<file path="src/rtl/pipe_hazard_ctrl.sv">
// pipe_hazard_ctrl: stall/flush sequencer for load-use, redirect and variable-latency data-RAM freezes.
// Optional perf counters enabled by defining HAZ_PERF_CNT_EN.
module pipe_hazard_ctrl #(
  parameter int MEM_TIMEOUT = 64,
  parameter int CNT_W       = 7
) (
  input  logic        clk,
  input  logic        rst,
  input  logic [4:0]  id_rs1,
  input  logic [4:0]  id_rs2,
  input  logic        id_rs1_used,
  input  logic        id_rs2_used,
  input  logic [4:0]  ex_wR,
  input  logic        ex_rf_we,
  input  logic        ex_is_load,
  input  logic        ex_redirect,
  input  logic        mem_access,
  input  logic        ram_ack,
  output logic        ram_req,
  output logic        pc_stall,
  output logic        ifid_stall,
  output logic        ifid_flush,
  output logic        idex_stall,
  output logic        idex_flush,
  output logic        exmem_stall,
  output logic        memwb_flush,
`ifdef HAZ_PERF_CNT_EN
  output logic [31:0] perf_mem_stall,
  output logic [31:0] perf_lu_stall,
  output logic [31:0] perf_flush,
`endif
  output logic        mem_err
);
  typedef enum logic {RUN, MEM_WAIT} state_t;
  localparam logic [CNT_W-1:0] TMO = CNT_W'(MEM_TIMEOUT);
  state_t           r_state, w_nxt;
  logic [CNT_W-1:0] r_cnt, w_cnt_nxt;
  logic             r_err, r_rst_d;
  logic             w_act, w_freeze, w_lu, w_rd, w_tmo;
  assign w_act = !rst && !r_rst_d;
  always_ff @(posedge clk) begin
    r_rst_d <= rst;
    if (rst) begin
      r_state <= RUN;
      r_cnt   <= '0;
      r_err   <= 1'b0;
    end else if (w_act) begin
      r_state <= w_nxt;
      r_cnt   <= w_cnt_nxt;
      if (w_tmo) r_err <= 1'b1;
    end
  end
  always_comb begin
    w_tmo     = r_state == MEM_WAIT && !ram_ack && (r_cnt + 1'b1) == TMO;
    w_nxt     = r_state;
    w_cnt_nxt = r_cnt;
    if (r_state == RUN) begin
      w_nxt     = (mem_access && !ram_ack) ? MEM_WAIT : RUN;
      w_cnt_nxt = (mem_access && !ram_ack) ? CNT_W'(1) : '0;
    end else begin
      w_nxt     = (ram_ack || w_tmo) ? RUN : MEM_WAIT;
      w_cnt_nxt = (ram_ack || w_tmo) ? '0 : r_cnt + 1'b1;
    end
  end
  // Freeze dominates; redirect squashes the ID instruction so it must not also stall.
  always_comb begin
    w_freeze    = w_act && (r_state == MEM_WAIT || (mem_access && !ram_ack));
    w_rd        = w_act && !w_freeze && ex_redirect;
    w_lu        = w_act && !w_freeze && ex_is_load && ex_rf_we && ex_wR != 5'd0 &&
                  ((id_rs1_used && id_rs1 == ex_wR) || (id_rs2_used && id_rs2 == ex_wR));
    ram_req     = w_act && (r_state == MEM_WAIT || mem_access);
    pc_stall    = w_freeze || (w_lu && !w_rd);
    ifid_stall  = w_freeze || (w_lu && !w_rd);
    ifid_flush  = w_rd;
    idex_stall  = w_freeze;
    idex_flush  = w_rd || w_lu;
    exmem_stall = w_freeze;
    memwb_flush = w_freeze;
    mem_err     = r_err;
  end
`ifdef HAZ_PERF_CNT_EN
  logic [31:0] r_pm, r_pl, r_pf;
  always_ff @(posedge clk) begin
    if (rst) begin
      r_pm <= '0;
      r_pl <= '0;
      r_pf <= '0;
    end else begin
      if (w_freeze && r_pm != '1) r_pm <= r_pm + 1'b1;
      if (w_lu && !w_rd && r_pl != '1) r_pl <= r_pl + 1'b1;
      if (w_rd && r_pf != '1) r_pf <= r_pf + 1'b1;
    end
  end
  assign perf_mem_stall = r_pm;
  assign perf_lu_stall  = r_pl;
  assign perf_flush     = r_pf;
`endif
endmodule

</file>
<file path="config.mk">
export PLATFORM = sky130hd
export DESIGN_NAME = pipe_hazard_ctrl
export DESIGN_NICKNAME = d
export VERILOG_FILES = /design/src/rtl/pipe_hazard_ctrl.sv
export SDC_FILE = /design/constraint.sdc
export NUM_CORES = 1
export LEC_CHECK = 0
export ABC_AREA = 1
export CELL_PAD_IN_SITES_DETAIL_PLACEMENT = 1
export CELL_PAD_IN_SITES_GLOBAL_PLACEMENT = 1
export CORE_ASPECT_RATIO = 1.1
export CORE_MARGIN = 5
export CORE_UTILIZATION = 27
export DETAILED_ROUTE_END_ITERATION = 10
export PLACE_DENSITY = 0.79
export SYNTH_ARGS = -nofsm -noshare
export SYNTH_HDL_FRONTEND = slang
export SYNTH_SLANG_ARGS = --single-unit
</file>
<file path="constraint.sdc">
create_clock -name clk -period 1.6 [get_ports clk]
set_input_delay 0.24 -clock clk [delete_from_list [all_inputs] [get_ports clk]]
set_output_delay 0.24 -clock clk [all_outputs]
set_load 0.05 [all_outputs]
</file>
==> Word level (Yosys, flattened, before mapping) <==
Index checks and enable logic that the tools add are counted.
{ "totals": {"output_inout_bits": 9, "wordCells": 42, "reg_bits": 10, "in_bits": 24} }
{ "op_classes": {"n_eq_ne": 3, "reduce_logical": 28, "mux": 6, "n_addsub": 1} }
{ "op_table": {"columns": ["operator", "count"], "rows": [
  ["logical AND 1 bit", 15],
  ["2-to-1 mux 7 bit", 2],
  ["equality test 5 bit", 2],
  ["adder 7 x 1 -> 7 bit, second input constant", 1],
  ["equality test 7 bit, second input constant", 1],
  ["logical OR 1 bit", 6],
  ["logical NOT 1 bit", 5],
  ["nonzero test 5 bit", 1],
  ["2-to-1 mux 1 bit", 4],
  ["AND reduction 2 bit", 1]
]} }

==> Logic depth before layout (Yosys ltp) <==
{ "logic_depth": {"word_depth": 12, "ltp_mapped": 12} }

==> Worst setup path after synthesis <==
OpenSTA, ideal clock, no wires.
{ "synth_timing": {"path_type": "register -> output", "from": "register r_state", "to": "output port pc_stall", "n_path_buf": 1, "required_time_ns": 1.360, "setup_slack_ns": -0.164, "path_stages_with_launch": 7, "arrival_ns": 1.524, "cell_sequence": "dfxtp_1 > inv_1 > nand3_1 > nor3_1 > nand3_1 > nand2_1 > buf_4"} }
{ "synth_between": {"elab_chain_cells": 10} }
{ "synth_rtl": {"columns": ["element", "line_no", "source"], "rows": [
  ["from (decl)", "36", "state_t r_state, w_nxt;"],
  ["from (signal assigned)", "48", "r_state <= w_nxt;"],
  ["logical OR 1 bit *", "67", "w_freeze = w_act && (r_state == MEM_WAIT || (mem_access && !ram_ack));"],
  ["logical AND 1 bit *", "67", null],
  ["logical NOT 1 bit", "68, 69", null],
  ["logical AND 1 bit", "68, 69", null],
  ["logical AND 1 bit (4 in a row)", "69", "w_lu = w_act && !w_freeze && ex_is_load && ex_rf_we && ex_wR != 5'd0 &&"],
  ["logical AND 1 bit", null, null],
  ["logical OR 1 bit *", null, null],
  ["to (decl)", "20", "output logic pc_stall,"]
]} }
Mark *: on every way between the ends. The rest lies on a longest branch, timed or not.

==> Worst setup path after layout <==
{ "layout_timing": {"from": "register r_rst_d", "to": "output port ifid_stall"} }
{ "layout_between": {"elab_chain_cells": 11} }
{ "layout_rtl": {"columns": ["element", "line_no", "source"], "rows": [
  ["from (decl)", "38", "logic r_err, r_rst_d;"],
  ["from (signal assigned)", "42", "r_rst_d <= rst;"],
  ["logical NOT 1 bit *", "40", "assign w_act = !rst && !r_rst_d;"],
  ["logical AND 1 bit *", "40", null],
  ["logical AND 1 bit", "67", null],
  ["logical NOT 1 bit", "68, 69", null],
  ["logical AND 1 bit", "68, 69", null],
  ["logical AND 1 bit (4 in a row)", "69", null],
  ["logical AND 1 bit", "73", "ifid_stall = w_freeze || (w_lu && !w_rd);"],
  ["logical OR 1 bit *", "73", null],
  ["to (decl)", "21", "output logic ifid_stall,"]
]} }
Marks and branches as above.

==> impl_metrics.csv <==
group,metric,value,unit
status,status,"finished, violations left",
status,violations,"setup timing",
synth,synth.avg_cell_area,6.17,um2
synth,synth_cells,125,
setup_path,worstSetupPathType,"flip-flop to primary output",
min_path,hold_depth,1,
setup_path,worstSetupEndpointType,"primary output",
synth,ys_seq_area_frac,0.260,
clocking,clockRootBuffer,"clkbuf_4",
drt,routed_via_density,4.77,
synth,syn_area,771,um2
synth,ys.flop_type,"dfxtp_1",
drt,wire_per_inst,12.9,um
power,leakage,0.668,nW
setup_path,cp_max_fo,2,
floorplanning,num_rows,20,
placed_design,dpl_cell_area,1270,um2
placed_design,port_buffers,32,
layout,area_delta_synth_final,83.6,%
placed_design,dp_cells,197,
grt,antenna_found_initial,0,
clocking,cts.hold.buffers_added,0,
floorplanning,start_util,0.280,
floorplanning,dieArea,4020,um2
grt,overflow,0,
setup_path,rr_worst_depth,12,
sta,fin_skew,0.00612,ns
sta,finalSetupViolations,2,
sta,report.final.slew_viol_count,0,
placed_design,routabilityCongestion,0.819,
setup_path,required,1.36,ns
synth,ys_seq_elements,10,
setup_path,worstPathArrival,1.38,ns
placed_design,dp_hpwl,2.15,mm
clocking,clkSinkCount,10,
layout,layout_common_cells,"nand2_1 (34), dlygate4sd2_1 (17), inv_1 (14)",
power,vdd_drop_max,0.263,mV
grt,grt_pass1_wl,4.46,mm
power,power.density,500,nW/um2
drt,routed_wl,2.66,mm
sta,period_share,1.01,
drt,ant_nets,0,
drt,drtPass1Iterations,2,
synth,synth-edff-count,0,
synth,yosys_warnings,0,
sta,worst_slack,-0.0169,ns
grt,grt_pass1_vias,1080,
layout,diodes,0,
grt,grt_max_degree,8,
floorplanning,dieWidth,60.9,um
layout,final_cells,206,
floorplanning,die_h,66.0,um
sta,finalHoldViolations,0,
clocking,cts_buffer_depth,2,
power,power,0.708,mW
clocking,clkLatencyLatePin,0.27,ns
setup_path,ff2ff_setup_slack,0.13,ns
clocking,htreeDepth,1,
drt,drc,0,
clocking,tritoncts,"yes",
layout,final_common_cell,"nand2_1",
sta,fmaxAchievable,0.618,GHz
drt,vias,982,
synth,syn_nets,151,
clocking,cts_inserted_buffers,3,
clocking,clkTransAtPathRegs,0.07,ns
layout,finalNetCount,200,
layout,layout-drive-gt1-share,0.329,
synth,postSynth.asyncResetShare,0,
synth,synth.distinct_cells,21,
layout,fin_util,0.514,
sta,rsz0062_at_grt,"yes",
drt,drt_iter0_drc,19,
floorplanning,core,2750,um2
layout,stdcell_area,1420,um2
floorplanning,io_pins,33,
run,maxCapViolCount,0,
min_path,hold_class,"input port to flip-flop",
sta,fin_crit,1.62,ns
sta,tightestPinTransition,0.255,ns
sta,relSlewSlack,0.830,
grt,track_usage,0.146,
setup_path,critPathLaunchType,"flip-flop",
Yosys cell counts (2+ instances only):
| cell type | count | area [um2] |
|---|---|---|
| nor3_1 | 2 | 10.0 |
| nand4_1 | 3 | 18.8 |
| o21ai_0 | 4 | 20.0 |
| nand3_1 | 11 | 55.1 |
| ha_1 | 2 | 25.0 |
| buf_4 | 3 | 22.5 |
| nand2_1 | 40 | 150 |
| o22ai_1 | 6 | 37.5 |
| xor2_1 | 3 | 26.3 |
| dfxtp_1 | 10 | 200 |
| nor2_2 | 3 | 18.8 |
| inv_1 | 19 | 71.3 |
| a21oi_1 | 2 | 10.0 |
| xnor2_1 | 2 | 17.5 |
| nor2_1 | 9 | 33.8 |
critical path, cell delays in order, from the launching register on:
cell and delay [ns]:
dfxtp_2 0.34, nor2_4 0.10, nand3_2 0.09, nor3_4 0.21
nand3_2 0.12, nand2_4 0.10, buf_12 0.14
cells by family (layout without fill, tap and decap cells):
group	Yosys count	in the layout	share of synthesized area
AOI/OAI and AO/OA	15	15	0.114
xor gates and xnor gates	5	5	0.0568
adders and majority gates	2	2	0.0325
buffers and inverters	22	70	0.122
DFF	10	10	0.260
and+or+nand+nor	71	71	0.416
repair_timing:
| item | CTS | global route |
|---|---|---|
| endpoints found under the setup margin | 8 | 13 |
| gates resized for setup | 36 | 15 |
| endpoints found under the hold margin | 0 | 0 |
| gates cloned | 0 | 0 |
| setup buffers | 2 | 3 |
| pin swaps | 16 | 14 |
routing by layer:
layer	GRT usage	share of wire
met5	0	0
met1	0.149	0.39
met4	0.0705	0.016
met3	0.0313	0.060
met2	0.269	0.53
cell type report:
cell class	count	area (um2)
fill	366	1340
multi-input combinational	93	551
timing repair buffer	47	503
sequential	10	210
inverter	19	73.8
tap	33	41.3
clock buffer	4	36.3
flip-flops by register name (all words and copies together), names as in the netlist:
register / flops
r_state: 1
r_cnt: 7
mem_err: 1
r_rst_d: 1
metrics by stage:
stage / TNS, ns / setup WS [ns] / hold slack (ns)
after global placement: -1.47 / -0.215 / 0.455
after detailed placement: -1.71 / -0.266 / 0.462
after CTS: -0.130 / -0.0588 / 0.276
after global routing: -0.477 / -0.138 / 0.291
after floorplan: 0 / 0.0403 / 0.268
final: -0.0336 / -0.0169 / 0.291
power by group:
| part | switching (mW) | internal (mW) | total, mW |
|---|---|---|---|
| Combinational | 0.108 | 0.108 | 0.216 |
| Sequential | 0.00487 | 0.251 | 0.256 |
| Clock | 0.0968 | 0.138 | 0.235 |
| Total | 0.210 | 0.498 | 0.708 |
final timing paths:
check,from,endpoint
max,r_rst_d,ifid_stall
min,rst,r_rst_d
max reg2reg,r_cnt[1],r_cnt[0]
min reg2reg,mem_err,mem_err
(Power assumes the default switching activity.)
==> variant 1: new RTL, same settings <==
`CNT_W`: 7 -> 8.
--- a/src/rtl/pipe_hazard_ctrl.sv
+++ b/src/rtl/pipe_hazard_ctrl.sv
@@ -4,3 +4,3 @@
   parameter int MEM_TIMEOUT = 64,
-  parameter int CNT_W       = 7
+  parameter int CNT_W       = 8
 ) (
Function: no difference found for any inputs over 10 cycles, from zero or initial values and one cycle with rst high; that may be too few to reach the edited logic, so the function may still have changed.
==> variant 1 against the unedited design <==
The flow still finishes with violations (negative setup slack). Total power down 1.4%. Synthesized cell count up 3.2%. Cell count up 8.7%. Fmax down 9.1%. Cell area up 17%. Clock power down 17%. Critical path depth unchanged. Sequential cell count up 1. Area after synthesis up 16%. Clock skew down 1.7 ps. Routed wire length up 22%. Global-route usage up 0.22 points. Setup slack worse by 160 ps. Sequential power up 8.2%. Largest power group unchanged.
==> variant 1: results (changes against the unedited design) <==
outcome=finished with violations; violated checks=negative setup slack; Synthesized Nets=155 (+2.6%); Mean Syn Cell Area=6.93 um2 (+12%); unique cell type count in the Yosys netlist=34 (+62%); largest cells by area after synthesis=sky130_fd_sc_hd__dfxtp_1, sky130_fd_sc_hd__nand2_1, sky130_fd_sc_hd__nand3_1; most used standard cells in the synthesized netlist=sky130_fd_sc_hd__nand2_1, sky130_fd_sc_hd__inv_1, sky130_fd_sc_hd__nand3_1; Overall Global Routing Usage=0.148 (+0.00225); vias per inst=4.89 (+2.5%); layout cells sized above 1=0.484 (+0.155); aggregate negative setup slack=-496 ps (-462 ps); Tightest Pin Transition=250 ps (-5.12 ps); sequential-to-total area share from yosys stat=0.246 (-0.0132); total instance count after detailed placement=213 (+8.1%); post-detailed-route wirelength per cell=14.5 um (+12%); cell leakage power=0.687 nW (+2.9%); Net count, final=215 (+7.5%); setup clock skew after layout=4.38 ps (-1.74 ps); pin count of the biggest net entering global routing=12 (+4); Worst Path Arrival=1540 ps (+160 ps); worst slack on hold paths=473 ps (+181 ps); vias=1,095 (+12%); worst-case register-to-register setup slack=30 ps (-100 ps); post-route setup slack=-180 ps (-163 ps); setup-violating endpoint count in the final report=4 (+2); wire length of the first global-routing pass=5.36 mm (+20%)
==> variant 1: where the power goes <==
group,switching [mW],internal (mW)
clock,0.0991,0.0969
combinational,0.111,0.114
sequential,0.00306,0.274
==> variant 1: what timing repair did <==
action,in CTS,in global routing
resized for setup,50,18
hold buffers,0,0
cloned,1,0
setup endpoints to repair,11,16
setup buffers,4,2
pin swaps,20,11
==> variant 1: metal layers <==
metal  wire length (um)  track usage  up-vias
li1                   -            -      542
met1               1130        0.142      514
met2               1870        0.288       32
met3                180       0.0418        7
met4                 65       0.0563        0
met5                  0            0        -
==> variant 1: area by class of cell <==
class                      instances  area share
multi-input combinational         98       0.427
inverter                          16      0.0364
tap                               36      0.0273
sequential                        11       0.140
timing repair buffer              59       0.354
clock buffer                       4      0.0159
==> variant 1: path summary, 6_finish.rpt <==
| check | startpoint | endpoint | cells past startpoint |
|---|---|---|---|
| setup / recovery | r_rst_d | pc_stall | 6 |
| hold / removal | rst | r_rst_d | 2 |
| setup reg to reg | r_cnt[1] | r_state | 11 |
| hold reg to reg | mem_err | mem_err | 2 |
==> variant 1: logic make-up after synthesis <==
logic type | Yosys count | synth area share
compound gates | 21 | 0.153
buf+inv | 21 | 0.102
xor+xnor | 6 | 0.0756
flops | 11 | 0.246
fa+ha+maj | 2 | 0.0280
simple gates | 68 | 0.395
==> variant 1: through the flow <==
stage,utilization,cell area [um2]
2_1_floorplan,-,920
3_3_place_gp,0.451,1480
3_5_place_dp,0.451,1480
4_1_cts,0.481,1580
5_1_grt,0.504,1650
6_report,0.504,1650
==> variant 1: worst max-delay path: cells and delay by family (launching register included) <==
family                 cells  cell delay (ps)
AO/OA/AOI/OAI              1              220
buffers and inverters      2              220
flip-flops                 1              340
AND/OR/NAND/NOR            3              480
==> variant 2: new RTL, same settings <==
Made on the original files. Put a register stage on the output `mem_err`. The value now appears one clock later. The other outputs are not delayed to match.
--- a/src/rtl/pipe_hazard_ctrl.sv
+++ b/src/rtl/pipe_hazard_ctrl.sv
@@ -35,2 +35,4 @@
   localparam logic [CNT_W-1:0] TMO = CNT_W'(MEM_TIMEOUT);
+
+  logic mem_err_d;
   state_t           r_state, w_nxt;
@@ -78,3 +80,3 @@
     memwb_flush = w_freeze;
-    mem_err     = r_err;
+    mem_err_d   = r_err;
   end
@@ -97,2 +99,6 @@
 `endif
+  always_ff @(posedge clk) begin
+    mem_err <= mem_err_d;
+  end
+
 endmodule
Function: no difference found for any inputs over 10 cycles, from zero or initial values and one cycle with rst high; that may be too few to reach the edited logic, so the function may still have changed.
==> variant 2 against the unedited design <==
The run still ends with negative setup slack left. Total power decreased by 1.5%. Setup slack better by 15 ps. Sequential power increased by 9.8%. Routed wire length increased by 7.9%. Non-clock buffer count is 1 lower. Sequential cell count is 1 higher. Sequential share of layout area increased by 1.4 points. Cell area down 1.3%. Via count is 2.0% higher. Register-to-register slack got worse by 60 ps. Die area up 2.2%. Area after synthesis up 2.6%. Synthesized cell count increased by 0.80%. Highest routed layer unchanged.
==> variant 2: results (changes against the unedited design) <==
wire length of the first global-routing pass=4.89 mm (+9.8%); post-DP HPWL=2.30 mm (+7.3%); Net count, final=200 (unchanged); critical-path maximum fanout=4 (+2); setup clock skew after layout=1.26 ps (-4.86 ps); fraction of synthesized area in multiplexers=0 (unchanged); post-route setup slack=-2.22 ps (+14.7 ps); aggregate negative setup slack=-4.05 ps (+29.5 ps); via count of the first global-routing pass=1,160 (+7.4%); Tightest Pin Transition=252 ps (-2.42 ps); number of clock buffers in the layout=4 (unchanged); relative contribution of sequential cells to total power=0.403 (+0.041); comb_multi_in=93 (unchanged); outcome=finished with violations; drt first pass iters=4 (+2); Root Driver=sky130_fd_sc_hd__clkbuf_4; worst slack after detailed placement=-269 ps (-2.43 ps); gate count of the mapped netlist=126 (+0.80%); total wire length=2.87 mm (+7.9%); number of sinks on the clock net=11 (+1); number of buffers outside the clock class in the layout=46 (-2.1%); violated checks=negative setup slack; largest cells by area after synthesis=sky130_fd_sc_hd__dfxtp_1, sky130_fd_sc_hd__nand2_1, sky130_fd_sc_hd__inv_1; design area=1400 um2 (-1.3%); largest register by flop count=r_cnt; Overall Global Routing Usage=0.157 (+0.0116); Worst-path clk slew=80 ps; sequential fraction of total cell area=0.162 (+0.0136); layout cells sized above 1=0.295 (-0.0347); adder-cell share of the synthesized area=0.0316 (-0.000822); total power=0.697 mW (-1.5%); vias per inst=4.86 (+2.0%); cell leakage power=0.653 nW (-2.2%); Worst Path Arrival=1360 ps (-20 ps); Placed Area=1300 um2 (+2.2%); sequential-to-total area share from yosys stat=0.278 (+0.0187); end-of-flow core utilization=0.498 (-0.0159); Switching Power=0.219 mW (+4.4%); insertion delay to the later sink of the worst-skew pair=280 ps; gp weighted congestion=0.851 (+3.9%); xor/xnor cell area share of the yosys netlist=0.0554 (-0.00144); most used standard cells in the synthesized netlist=sky130_fd_sc_hd__nand2_1, sky130_fd_sc_hd__inv_1, sky130_fd_sc_hd__dfxtp_1, sky130_fd_sc_hd__nand3_1, sky130_fd_sc_hd__nor2_1; Final non-clock buffer share=0.346 (-0.00956); complex-gate fraction of the synthesized area=0.111 (-0.00288); cell type of the slowest stage on the worst timing path=sky130_fd_sc_hd__dlygate4sd2_1; clock-cell share of area=0.0188 (-0.00682); maximum VDD drop=317 uV (+20%); multi-input gate share of total cell area=0.391 (+0.00165); setup-violating endpoint count in the final report=2 (unchanged); slowest stage delay, CP=290 ps (-50 ps); Synthesized Nets=152 (+0.66%)
[variant 2: changes by cell type after synthesis, sizes merged]
cell,unedited run,this run
dfxtp,10,11
[variant 2: what timing repair did]
action,in CTS,in global routing
pin swaps,16,4
gates resized for setup,35,10
setup endpoints to repair,10,16
buffers inserted,1,2
hold buffers,0,0
[variant 2: metal layers]
metal / track usage / vias up / wire length, um
met2: 0.283 / 35 / 1510
met5: 0 / - / 0
li1: - / 495 / -
met4: 0.0557 / 0 / 65
met1: 0.169 / 466 / 1090
met3: 0.0446 / 6 / 198
[variant 2: worst paths after layout]
check	startpoint	end	slack [ps]	cells after the start
setup reg to reg	r_cnt[0]	r_cnt[0]	70	11
hold reg to reg	mem_err_d	mem_err	360	0
setup / recovery	ex_wR[2]	pc_stall	-2	8
hold / removal	rst	r_rst_d	280	1
